$ cat config.mk
export PLATFORM = sky130hd
export DESIGN_NAME = mem_lsu
export DESIGN_NICKNAME = d
export VERILOG_FILES = /design/src/rtl/mem_lsu_pkg.sv /design/src/rtl/mem_lsu_align.sv /design/src/rtl/mem_lsu.sv
export SDC_FILE = /design/constraint.sdc
export NUM_CORES = 1
export LEC_CHECK = 0
export CAP_MARGIN = 5
export CORE_MARGIN = 3
export CORE_UTILIZATION = 40
export CTS_CLUSTER_DIAMETER = 150
export CTS_CLUSTER_SIZE = 8
export DETAILED_ROUTE_END_ITERATION = 6
export DONT_BUFFER_PORTS = 1
export SLEW_MARGIN = 5
export SYNTH_ARGS = -nofsm -noshare
export SYNTH_HDL_FRONTEND = slang
export SYNTH_SLANG_ARGS = --single-unit
$ cat constraint.sdc
create_clock -name clk_i -period 7.31 [get_ports clk_i]
set_input_delay 1.462 -clock clk_i [delete_from_list [all_inputs] [get_ports clk_i]]
set_output_delay 1.462 -clock clk_i [all_outputs]
set_load 0.05 [all_outputs]
$ cat src/rtl/mem_lsu_pkg.sv
// Shared definitions for the load/store unit: ld_st_info bit positions, access size codes,
// FSM state encoding and the alignment rule.
package mem_lsu_pkg;

  localparam int unsigned XLEN             = 32;
  localparam int unsigned LD_ST_INFO_WIDTH = 5;

  // ld_st_info = {is_load, is_store, size[1:0], unsigned}
  localparam int unsigned LS_IS_LOAD  = 4;
  localparam int unsigned LS_IS_STORE = 3;
  localparam int unsigned LS_SIZE_HI  = 2;
  localparam int unsigned LS_SIZE_LO  = 1;
  localparam int unsigned LS_UNSIGNED = 0;

  typedef enum logic [1:0] {
    LsSizeB = 2'b00,
    LsSizeH = 2'b01,
    LsSizeW = 2'b10
  } ls_size_e;

  typedef enum logic [1:0] {
    StIdle = 2'b00,
    StReq  = 2'b01,
    StWait = 2'b10,
    StDone = 2'b11
  } lsu_state_e;

  // Unused size code 2'b11 is treated as a word access everywhere.
  function automatic logic is_misaligned(ls_size_e size, logic [1:0] addr_lo);
    logic mis;
    mis = 1'b0;
    if (size == LsSizeH) begin
      mis = addr_lo[0];
    end else if (size != LsSizeB) begin
      mis = (addr_lo != 2'b00);
    end
    return mis;
  endfunction

endpackage

$ cat src/rtl/mem_lsu_align.sv
// Combinational lane steering: store byte enables and lane-replicated write data, plus load
// data extraction with sign/zero extension.
module mem_lsu_align
  import mem_lsu_pkg::*;
(
  input  ls_size_e        size_i,
  input  logic [1:0]      offset_i,
  input  logic            unsigned_i,
  input  logic [XLEN-1:0] st_data_i,
  input  logic [XLEN-1:0] ld_data_i,
  output logic [3:0]      be_o,
  output logic [XLEN-1:0] wdata_o,
  output logic [XLEN-1:0] ld_result_o
);

  logic [XLEN-1:0] ld_shifted;

  always_comb begin
    ld_shifted = ld_data_i >> {offset_i, 3'b000};
    be_o        = 4'b1111;
    wdata_o     = st_data_i;
    ld_result_o = ld_shifted;
    unique case (size_i)
      LsSizeB: begin
        be_o        = 4'b0001 << offset_i;
        wdata_o     = {4{st_data_i[7:0]}};
        ld_result_o = {{24{ld_shifted[7] & ~unsigned_i}}, ld_shifted[7:0]};
      end
      LsSizeH: begin
        be_o        = 4'b0011 << {offset_i[1], 1'b0};
        wdata_o     = {2{st_data_i[15:0]}};
        ld_result_o = {{16{ld_shifted[15] & ~unsigned_i}}, ld_shifted[15:0]};
      end
      default: begin
        be_o        = 4'b1111;
        wdata_o     = st_data_i;
        ld_result_o = ld_shifted;
      end
    endcase
  end

endmodule

$ cat src/rtl/mem_lsu.sv
// Load/store unit: runs one req/gnt/rvalid data-bus transaction per memory instruction, stalls
// the core while it is in flight, and muxes the extended load data into writeback.
module mem_lsu
  import mem_lsu_pkg::*;
#(
  parameter int unsigned TIMEOUT_CYCLES = 16
) (
  input  logic                        clk_i,
  input  logic                        rst_n_i,
  input  logic                        ex_valid_i,
  input  logic [LD_ST_INFO_WIDTH-1:0] ld_st_info_i,
  input  logic [XLEN-1:0]             ex_agu_mem_addr_i,
  input  logic [XLEN-1:0]             rs2_rdata_i,
  input  logic [XLEN-1:0]             ex_alu_rd_wdata_i,
  output logic                        lsu_stall_o,
  output logic [XLEN-1:0]             lsu_rd_wdata_o,
  output logic                        lsu_rd_we_ok_o,
  output logic                        lsu_exc_o,
  output logic                        dmem_req_o,
  output logic                        dmem_we_o,
  output logic [XLEN-1:0]             dmem_addr_o,
  output logic [3:0]                  dmem_be_o,
  output logic [XLEN-1:0]             dmem_wdata_o,
  input  logic                        dmem_gnt_i,
  input  logic                        dmem_rvalid_i,
  input  logic [XLEN-1:0]             dmem_rdata_i,
  input  logic                        dmem_err_i
);

  localparam int unsigned   CntW    = $clog2(TIMEOUT_CYCLES + 1);
  localparam logic [CntW-1:0] CntLast = CntW'(TIMEOUT_CYCLES - 1);

  lsu_state_e      state_q, state_d;
  logic [XLEN-1:0] addr_q, addr_d;
  logic [XLEN-1:0] wdata_q, wdata_d;
  logic [XLEN-1:0] rdata_q, rdata_d;
  logic [3:0]      be_q, be_d;
  logic            we_q, we_d;
  logic            load_q, load_d;
  logic            uns_q, uns_d;
  ls_size_e        size_q, size_d;
  logic            exc_q, exc_d;
  logic [CntW-1:0] cnt_q, cnt_d;

  logic            ex_load, ex_store, ex_uns, mem_op, misaligned;
  ls_size_e        ex_size;
  ls_size_e        al_size;
  logic [1:0]      al_offset;
  logic            al_uns;
  logic [3:0]      al_be;
  logic [XLEN-1:0] al_wdata, al_ld_result;

  assign ex_load    = ld_st_info_i[LS_IS_LOAD];
  assign ex_store   = ld_st_info_i[LS_IS_STORE];
  assign ex_uns     = ld_st_info_i[LS_UNSIGNED];
  assign ex_size    = ls_size_e'(ld_st_info_i[LS_SIZE_HI:LS_SIZE_LO]);
  assign mem_op     = ex_valid_i & (ex_load | ex_store);
  assign misaligned = is_misaligned(ex_size, ex_agu_mem_addr_i[1:0]);

  // One aligner serves both directions: EX fields for store steering while IDLE, captured
  // fields for load extraction afterwards.
  assign al_size   = (state_q == StIdle) ? ex_size : size_q;
  assign al_offset = (state_q == StIdle) ? ex_agu_mem_addr_i[1:0] : addr_q[1:0];
  assign al_uns    = (state_q == StIdle) ? ex_uns : uns_q;

  mem_lsu_align u_align (
    .size_i      (al_size),
    .offset_i    (al_offset),
    .unsigned_i  (al_uns),
    .st_data_i   (rs2_rdata_i),
    .ld_data_i   (rdata_q),
    .be_o        (al_be),
    .wdata_o     (al_wdata),
    .ld_result_o (al_ld_result)
  );

  always_comb begin
    state_d     = state_q;
    addr_d      = addr_q;
    wdata_d     = wdata_q;
    rdata_d     = rdata_q;
    be_d        = be_q;
    we_d        = we_q;
    load_d      = load_q;
    uns_d       = uns_q;
    size_d      = size_q;
    exc_d       = exc_q;
    cnt_d       = cnt_q;
    lsu_stall_o = 1'b0;

    unique case (state_q)
      StIdle: begin
        exc_d = 1'b0;
        if (mem_op) begin
          lsu_stall_o = 1'b1;
          if (misaligned) begin
            exc_d   = 1'b1;
            load_d  = 1'b0;
            state_d = StDone;
          end else begin
            addr_d  = ex_agu_mem_addr_i;
            we_d    = ex_store;
            be_d    = al_be;
            wdata_d = al_wdata;
            size_d  = ex_size;
            uns_d   = ex_uns;
            load_d  = ex_load;
            cnt_d   = '0;
            state_d = StReq;
          end
        end
      end
      StReq: begin
        lsu_stall_o = 1'b1;
        if (dmem_gnt_i) begin
          cnt_d   = '0;
          state_d = StWait;
        end else if (cnt_q == CntLast) begin
          exc_d   = 1'b1;
          state_d = StDone;
        end else begin
          cnt_d = cnt_q + 1'b1;
        end
      end
      StWait: begin
        lsu_stall_o = 1'b1;
        if (dmem_rvalid_i) begin
          rdata_d = dmem_rdata_i;
          exc_d   = dmem_err_i;
          state_d = StDone;
        end else if (cnt_q == CntLast) begin
          exc_d   = 1'b1;
          state_d = StDone;
        end else begin
          cnt_d = cnt_q + 1'b1;
        end
      end
      StDone: begin
        state_d = StIdle;
      end
      default: state_d = StIdle;
    endcase
  end

  always_ff @(posedge clk_i or negedge rst_n_i) begin
    if (!rst_n_i) begin
      state_q <= StIdle;
      addr_q  <= '0;
      wdata_q <= '0;
      rdata_q <= '0;
      be_q    <= '0;
      we_q    <= 1'b0;
      load_q  <= 1'b0;
      uns_q   <= 1'b0;
      size_q  <= LsSizeB;
      exc_q   <= 1'b0;
      cnt_q   <= '0;
    end else begin
      state_q <= state_d;
      addr_q  <= addr_d;
      wdata_q <= wdata_d;
      rdata_q <= rdata_d;
      be_q    <= be_d;
      we_q    <= we_d;
      load_q  <= load_d;
      uns_q   <= uns_d;
      size_q  <= size_d;
      exc_q   <= exc_d;
      cnt_q   <= cnt_d;
    end
  end

  assign dmem_req_o     = (state_q == StReq);
  assign dmem_we_o      = we_q;
  assign dmem_addr_o    = {addr_q[XLEN-1:2], 2'b00};
  assign dmem_be_o      = be_q;
  assign dmem_wdata_o   = wdata_q;
  assign lsu_exc_o      = (state_q == StDone) & exc_q;
  assign lsu_rd_we_ok_o = ~lsu_exc_o;
  assign lsu_rd_wdata_o = ((state_q == StDone) & load_q) ? al_ld_result : ex_alu_rd_wdata_i;

endmodule

==> results of run 1 <==
[cell usage in the layout (no fill, tap or decap), types with 8 or more instances in the layout]
cell / n
dfrtp_1: 113
nand2_1: 77
mux2_2: 77
a21oi_1: 48
nor2_1: 42
o21ai_0: 35
mux2i_1: 25
clkbuf_16: 17
a21o_1: 10
inv_1: 9
a211oi_1: 9
a222oi_1: 8
[power by group]
part           internal [mW]  switching, mW  leakage, nW
Combinational          0.531          0.811         1.23
Sequential             0.917          0.907         1.38
Clock                  0.480          0.282        0.272
[how the worst max path moves through the flow]
stage	from	end	slack, ps	cells after the start
final	state_q[1]	lsu_rd_wdata_o[17]	1780	7
after global routing	state_q[0]	lsu_rd_wdata_o[30]	1480	7
after global placement	ex_agu_mem_addr_i[1]	lsu_rd_wdata_o[31]	2320	5
after CTS	state_q[1]	lsu_rd_wdata_o[19]	1760	7
after floorplan	ex_agu_mem_addr_i[1]	lsu_rd_wdata_o[21]	2610	7
after detailed placement	state_q[1]	lsu_rd_wdata_o[19]	2200	7
[stage by stage]
step	hold WS [ps]	worst slack (ps)	std cells	utilization
floorplan	461	2610	585	-
global placement	497	2320	708	0.405
detailed placement	498	2200	708	0.405
CTS	514	1760	740	0.443
global route	527	1480	740	0.443
finish	513	1780	740	0.443
[sequential cells by signal, indices dropped and copies added (netlist names)]
signal,cells
size_q,2
cnt_q,5
exc_q,1
uns_q,1
dmem_be_o,4
rdata_q,32
dmem_we_o,1
addr_q,32
load_q,1
dmem_wdata_o,32
state_q,2
[metal layers]
metal / vias up / routed length, um / GRT usage
met5: - / 27 / 0
li1: 1967 / - / -
met2: 220 / 7970 / 0.314
met4: 4 / 367 / 0.0704
met1: 2108 / 5980 / 0.215
met3: 27 / 1460 / 0.0735
[critical path, delay by kind of cell (launching register included)]
kind | cells | cell delay (ps)
buf+inv | 1 | 110
flops | 1 | 440
fa+ha+maj | 1 | 870
compound gates | 3 | 1400
mux | 2 | 830
[logic make-up (layout without fill, tap and decap cells)]
family,Yosys count,after routing,synth area share
buffers and inverters,75,46,0.0712
DFF,113,113,0.471
and+or+nand+nor,141,141,0.0966
other,1,2,0.000624
adders and majority gates,6,6,0.0125
muxes,105,105,0.193
AOI/OAI and AO/OA,143,143,0.156
[area by class of cell]
type	count	area [sq um]	share of cell area
Timing Repair Buffer	5	37.5	0.00581
Multi-Input combinational cell	397	2780	0.430
Inverter	9	33.8	0.00523
Sequential cell	113	2830	0.438
Tap cell	184	230	0.0356
Clock inverter	11	88.8	0.0138
Clock buffer	21	460	0.0713
==> flow_summary.json, run 1 <==
{
  "yosys.area.top_type": "dfrtp_1",
  "cts_buffers": 17,
  "holdBufCountCts": 0,
  "r2r_end": "dmem_be_o[0]",
  "pwr_density_cell_mw_per_mm2": 608,
  "ant_nets": 0,
  "hold_depth": 1,
  "clock_sinks": 113,
  "r2r_slack_ps": 4180,
  "clock_latency_ps": 410,
  "synth_top_area_share": 0.471,
  "rsz0062_at_grt": "false",
  "hold_end": "rdata_q[6]",
  "leakage_nw": 2.88,
  "io_pins": 244,
  "fillCellCount": 1363,
  "tightest_slew_ps": 1130,
  "worstPathCellList": "inv_1, ha_1, mux2_4, mux2_4, a221o_1, a32oi_4, a21oi_1",
  "via_per_inst": 5.85,
  "overflow": 0,
  "syn_to_final_growth_pct": 7.50,
  "worstSetupPathType": "reg2out",
  "cpPeakStageDelay_ps": 870,
  "postCtsSetupBuffers": 0,
  "start_kind": "register",
  "dpl_cell_area_sq_mm": 0.00591,
  "peakVddDrop_v": 0.000289,
  "critPathRequiredTime_ps": 5850,
  "rr_startpoint": "state_q[1]",
  "reg2regPathDepth": 6,
  "setup.worst_path.end_class": "primary output",
  "avgSynthCellArea_sq_um": 10.3,
  "setup-violations-final": 0,
  "fin_skew_ps": 8.58,
  "cts-root-buf": "clkbuf_16",
  "synth_seq_cells": 113,
  "synth_most_common_cell": "dfrtp_1",
  "grt_first_pass_wirelength_um": 23900,
  "ctsResizeCount": 0,
  "routedWlPerCell_um": 21.3,
  "maxCapViolations": 0,
  "rows": 44,
  "drc": 0,
  "hold_path_class": "reg2reg",
  "cts_tree": "yes",
  "vias": 4326,
  "outcome": "finished, final reports clean",
  "syn_area_sq_mm": 0.00601,
  "dieWidth_um": 129,
  "clk_pin_slew_worst_paths_ps": 50,
  "grtUsageTotal": 0.186,
  "drt_wl_total_um": 15800,
  "seq_area_frac_synth": 0.471,
  "synth_cells": 584,
  "period_share": 0.757,
  "path_common_cell": "mux2_4",
  "core_sq_mm": 0.0146,
  "grt_pass1_vias": 4358,
  "dr.first_iter.drc_count": 357,
  "cts_buffer_depth": 2,
  "critPathSlowestCell": "ha_1",
  "start_util": 0.412,
  "synth_edf_count": 0,
  "synth_ff_type": "dfrtp_1",
  "maxSlewViolCount": 0,
  "synthArstFlopShare": 1.00,
  "grt_max_degree": 114,
  "final_cell_area_sq_mm": 0.00646,
  "cp_data_arrival_time_ps": 4070,
  "hold_start": "rdata_q[6]",
  "port_buffers": 0,
  "yosys_warnings": 0,
  "clock.fmax_mhz": 181,
  "place.detailed.hpwl_um": 11400,
  "final.setup.tns_ps": 0,
  "p_total_mw": 3.93,
  "hold_violations": 0,
  "dieArea_sq_mm": 0.0165,
  "synth_cell_types": 48,
  "period_needed_ps": 5530,
  "netlist_top_cells_count": "dfrtp_1 (113), mux2_2 (77), nand2_1 (77), a21oi_1 (48), nor2_1 (42)",
  "max-slew-margin-rel": 0.243,
  "die_h_um": 129,
  "antenna_found_initial": 2,
  "h-tree-depth": 4,
  "globalplace.congestion": 0.859,
  "cp_max_fo": 27,
  "synth_area_leaders": "dfrtp_1 (47%), mux2_2 (14%), nand2_1 (4.8%), mux2i_1 (4.3%), a21oi_1 (4.0%)",
  "dr.pass1.iters": 5,
  "nets": 688,
  "final_layout_size_suffix_gt1_frac": 0.218,
  "diodes": 0
}
Power figures use the tool's default switching activity.
==> inputs of run 2 (changes only) <==
==> constraint.sdc (replaced) <==
create_clock -name clk_i -period 5.25 [get_ports clk_i]
set_input_delay 1.05 -clock clk_i [delete_from_list [all_inputs] [get_ports clk_i]]
set_output_delay 1.05 -clock clk_i [all_outputs]
set_load 0.05 [all_outputs]
==> run 2 against run 1 <==
Effect of this change: setup slack got worse by 990 ps; final cell count rose by 3.6%; sequential power rose by 39%; clock-buffer cell count fell by 1; clock skew fell by 1.7 ps; clock power rose by 49%; utilization rose by 1.7 points; critical path depth rose by 1; largest cell class unchanged.
==> flow_summary.json, run 2 (synthesis gave the netlist of run 1 again) <==
{
  "overflow": 0,
  "maxSlewViolCount": 0,
  "clock.fmax_mhz": 224,
  "diodes": 0,
  "setup.worst_path.end_class": "primary output",
  "syn_to_final_growth_pct": 11.6,
  "via_per_inst": 5.75,
  "leakage_nw": 3.02,
  "final_layout_size_suffix_gt1_frac": 0.256,
  "p_total_mw": 5.62,
  "drc": 0,
  "clk_pin_slew_worst_paths_ps": 50,
  "period_needed_ps": 4460,
  "antenna_found_initial": 2,
  "ctsResizeCount": 0,
  "postCtsSetupBuffers": 0,
  "dieWidth_um": 129,
  "globalplace.congestion": 0.809,
  "fin_skew_ps": 6.84,
  "setup-violations-final": 0,
  "critPathRequiredTime_ps": 4200,
  "rows": 44,
  "dp_slack_ps": 1170,
  "port_buffers": 0,
  "cts-root-buf": "clkbuf_16",
  "holdBufCountCts": 0,
  "period_share": 0.850,
  "multi_input_area_sq_mm": 0.00278,
  "routedWlPerCell_um": 20.8,
  "final_cell_mix": "dfrtp_1 (113), nand2_1 (77), mux2_2 (77)",
  "tightest_slew_ps": 1160,
  "cts_buffer_depth": 2,
  "grt_max_degree": 114,
  "hold_path_class": "in2async",
  "cp_data_arrival_time_ps": 3410,
  "place.detailed.hpwl_um": 11600,
  "fillCellCount": 1349,
  "grtUsageTotal": 0.186,
  "register_area_sq_mm": 0.00283,
  "setup_slack_ps": 785,
  "grt_first_pass_wirelength_um": 23800,
  "met2_usage": 0.307,
  "outcome": "finished, final reports clean",
  "io_pins": 244,
  "ant_nets": 0,
  "final_common_cell": "dfrtp_1",
  "dr.first_iter.drc_count": 254,
  "start_util": 0.412,
  "final.setup.tns_ps": 0,
  "clock_latency_ps": 410,
  "core_sq_mm": 0.0146,
  "dr.pass1.iters": 6,
  "rsz0062_at_grt": "false",
  "cts_buffers": 17,
  "maxCapViolations": 0,
  "grt_pass1_vias": 4371,
  "hold_violations": 0,
  "start_kind": "register",
  "cp_max_fo": 24,
  "use_met1": 0.221,
  "max-slew-margin-rel": 0.225,
  "nets": 715,
  "h-tree-depth": 4,
  "worstSetupPathType": "reg2out",
  "cts_tree": "yes",
  "use_met3": 0.0693,
  "pwr_density_cell_mw_per_mm2": 838,
  "peakVddDrop_v": 0.000306,
  "dieArea_sq_mm": 0.0165,
  "vias": 4409,
  "die_h_um": 129,
  "clock_sinks": 113,
  "drt_wl_total_um": 15900,
  "top_usage_layer": "met2"
}
-- run 2: cell types whose count changed in the layout (fill, tap and decap cells not counted) --
cell       delta
inv_6         +1
clkinv_4      +3
clkbuf_1      -1
bufinv_16     +1
buf_4        +27
clkinv_2      -4
-- run 2: final timing paths --
kind	slack, ps	start	end	cells past startpoint
setup / recovery	790	state_q[0]	lsu_rd_wdata_o[21]	8
hold / removal	330	rst_n_i	addr_q[26]	0
setup reg to reg	2530	state_q[0]	dmem_wdata_o[30]	7
hold reg to reg	520	rdata_q[1]	rdata_q[1]	1
max in group asynchronous	4730	rst_n_i	rdata_q[6]	0
min in group clk_i	520	rdata_q[1]	rdata_q[1]	1
-- run 2: metal layers --
layer	routed length (um)	vias up
met5	27	-
met4	263	4
met3	1400	21
met2	7970	197
met1	6260	2171
li1	-	2016
-- run 2: through the flow --
step | hold slack, ps | instance area (sq um) | util | instances
after floorplan | 461 | 6010 | - | 585
after global placement | 493 | 6110 | 0.419 | 735
after detailed placement | 499 | 6110 | 0.419 | 735
after CTS | 311 | 6700 | 0.459 | 767
after global routing | 308 | 6700 | 0.459 | 767
final | 335 | 6700 | 0.459 | 767
-- run 2: critical path, stage by stage (launching register included) --
cell and delay [ps]:
dfrtp_1 430, inv_1 110, ha_1 290, buf_4 330
mux2_2 490, a221o_1 450, a32oi_4 530, a21oi_1 140
buf_4 220
-- run 2: area by class of cell --
| type | instances | share of cell area |
|---|---|---|
| sequential | 113 | 0.422 |
| multi-input combinational | 397 | 0.415 |
| clock buffer | 20 | 0.0681 |
| timing repair buffer | 32 | 0.0358 |
| tap | 184 | 0.0343 |
| clock inverter | 12 | 0.0200 |
| inverter | 9 | 0.00504 |
-- run 2: report_power, final --
part	total (mW)	switching (mW)	internal, mW
Clock	1.14	0.413	0.724
Combinational	1.94	1.14	0.800
Sequential	2.53	1.26	1.28
==> inputs of run 3 (changes only) <==
--- a/config.mk
+++ b/config.mk
@@ -9,9 +9,10 @@
 export CORE_MARGIN = 3
 export CORE_UTILIZATION = 40
 export CTS_CLUSTER_DIAMETER = 150
-export CTS_CLUSTER_SIZE = 8
+export CTS_CLUSTER_SIZE = 20
 export DETAILED_ROUTE_END_ITERATION = 6
 export DONT_BUFFER_PORTS = 1
+export SETUP_SLACK_MARGIN = 0.3
 export SLEW_MARGIN = 5
 export SYNTH_ARGS = -nofsm -noshare
 export SYNTH_HDL_FRONTEND = slang
==> results of run 3 <==
Same layout as run 2: the final DEF is identical, and so are final timing and power.
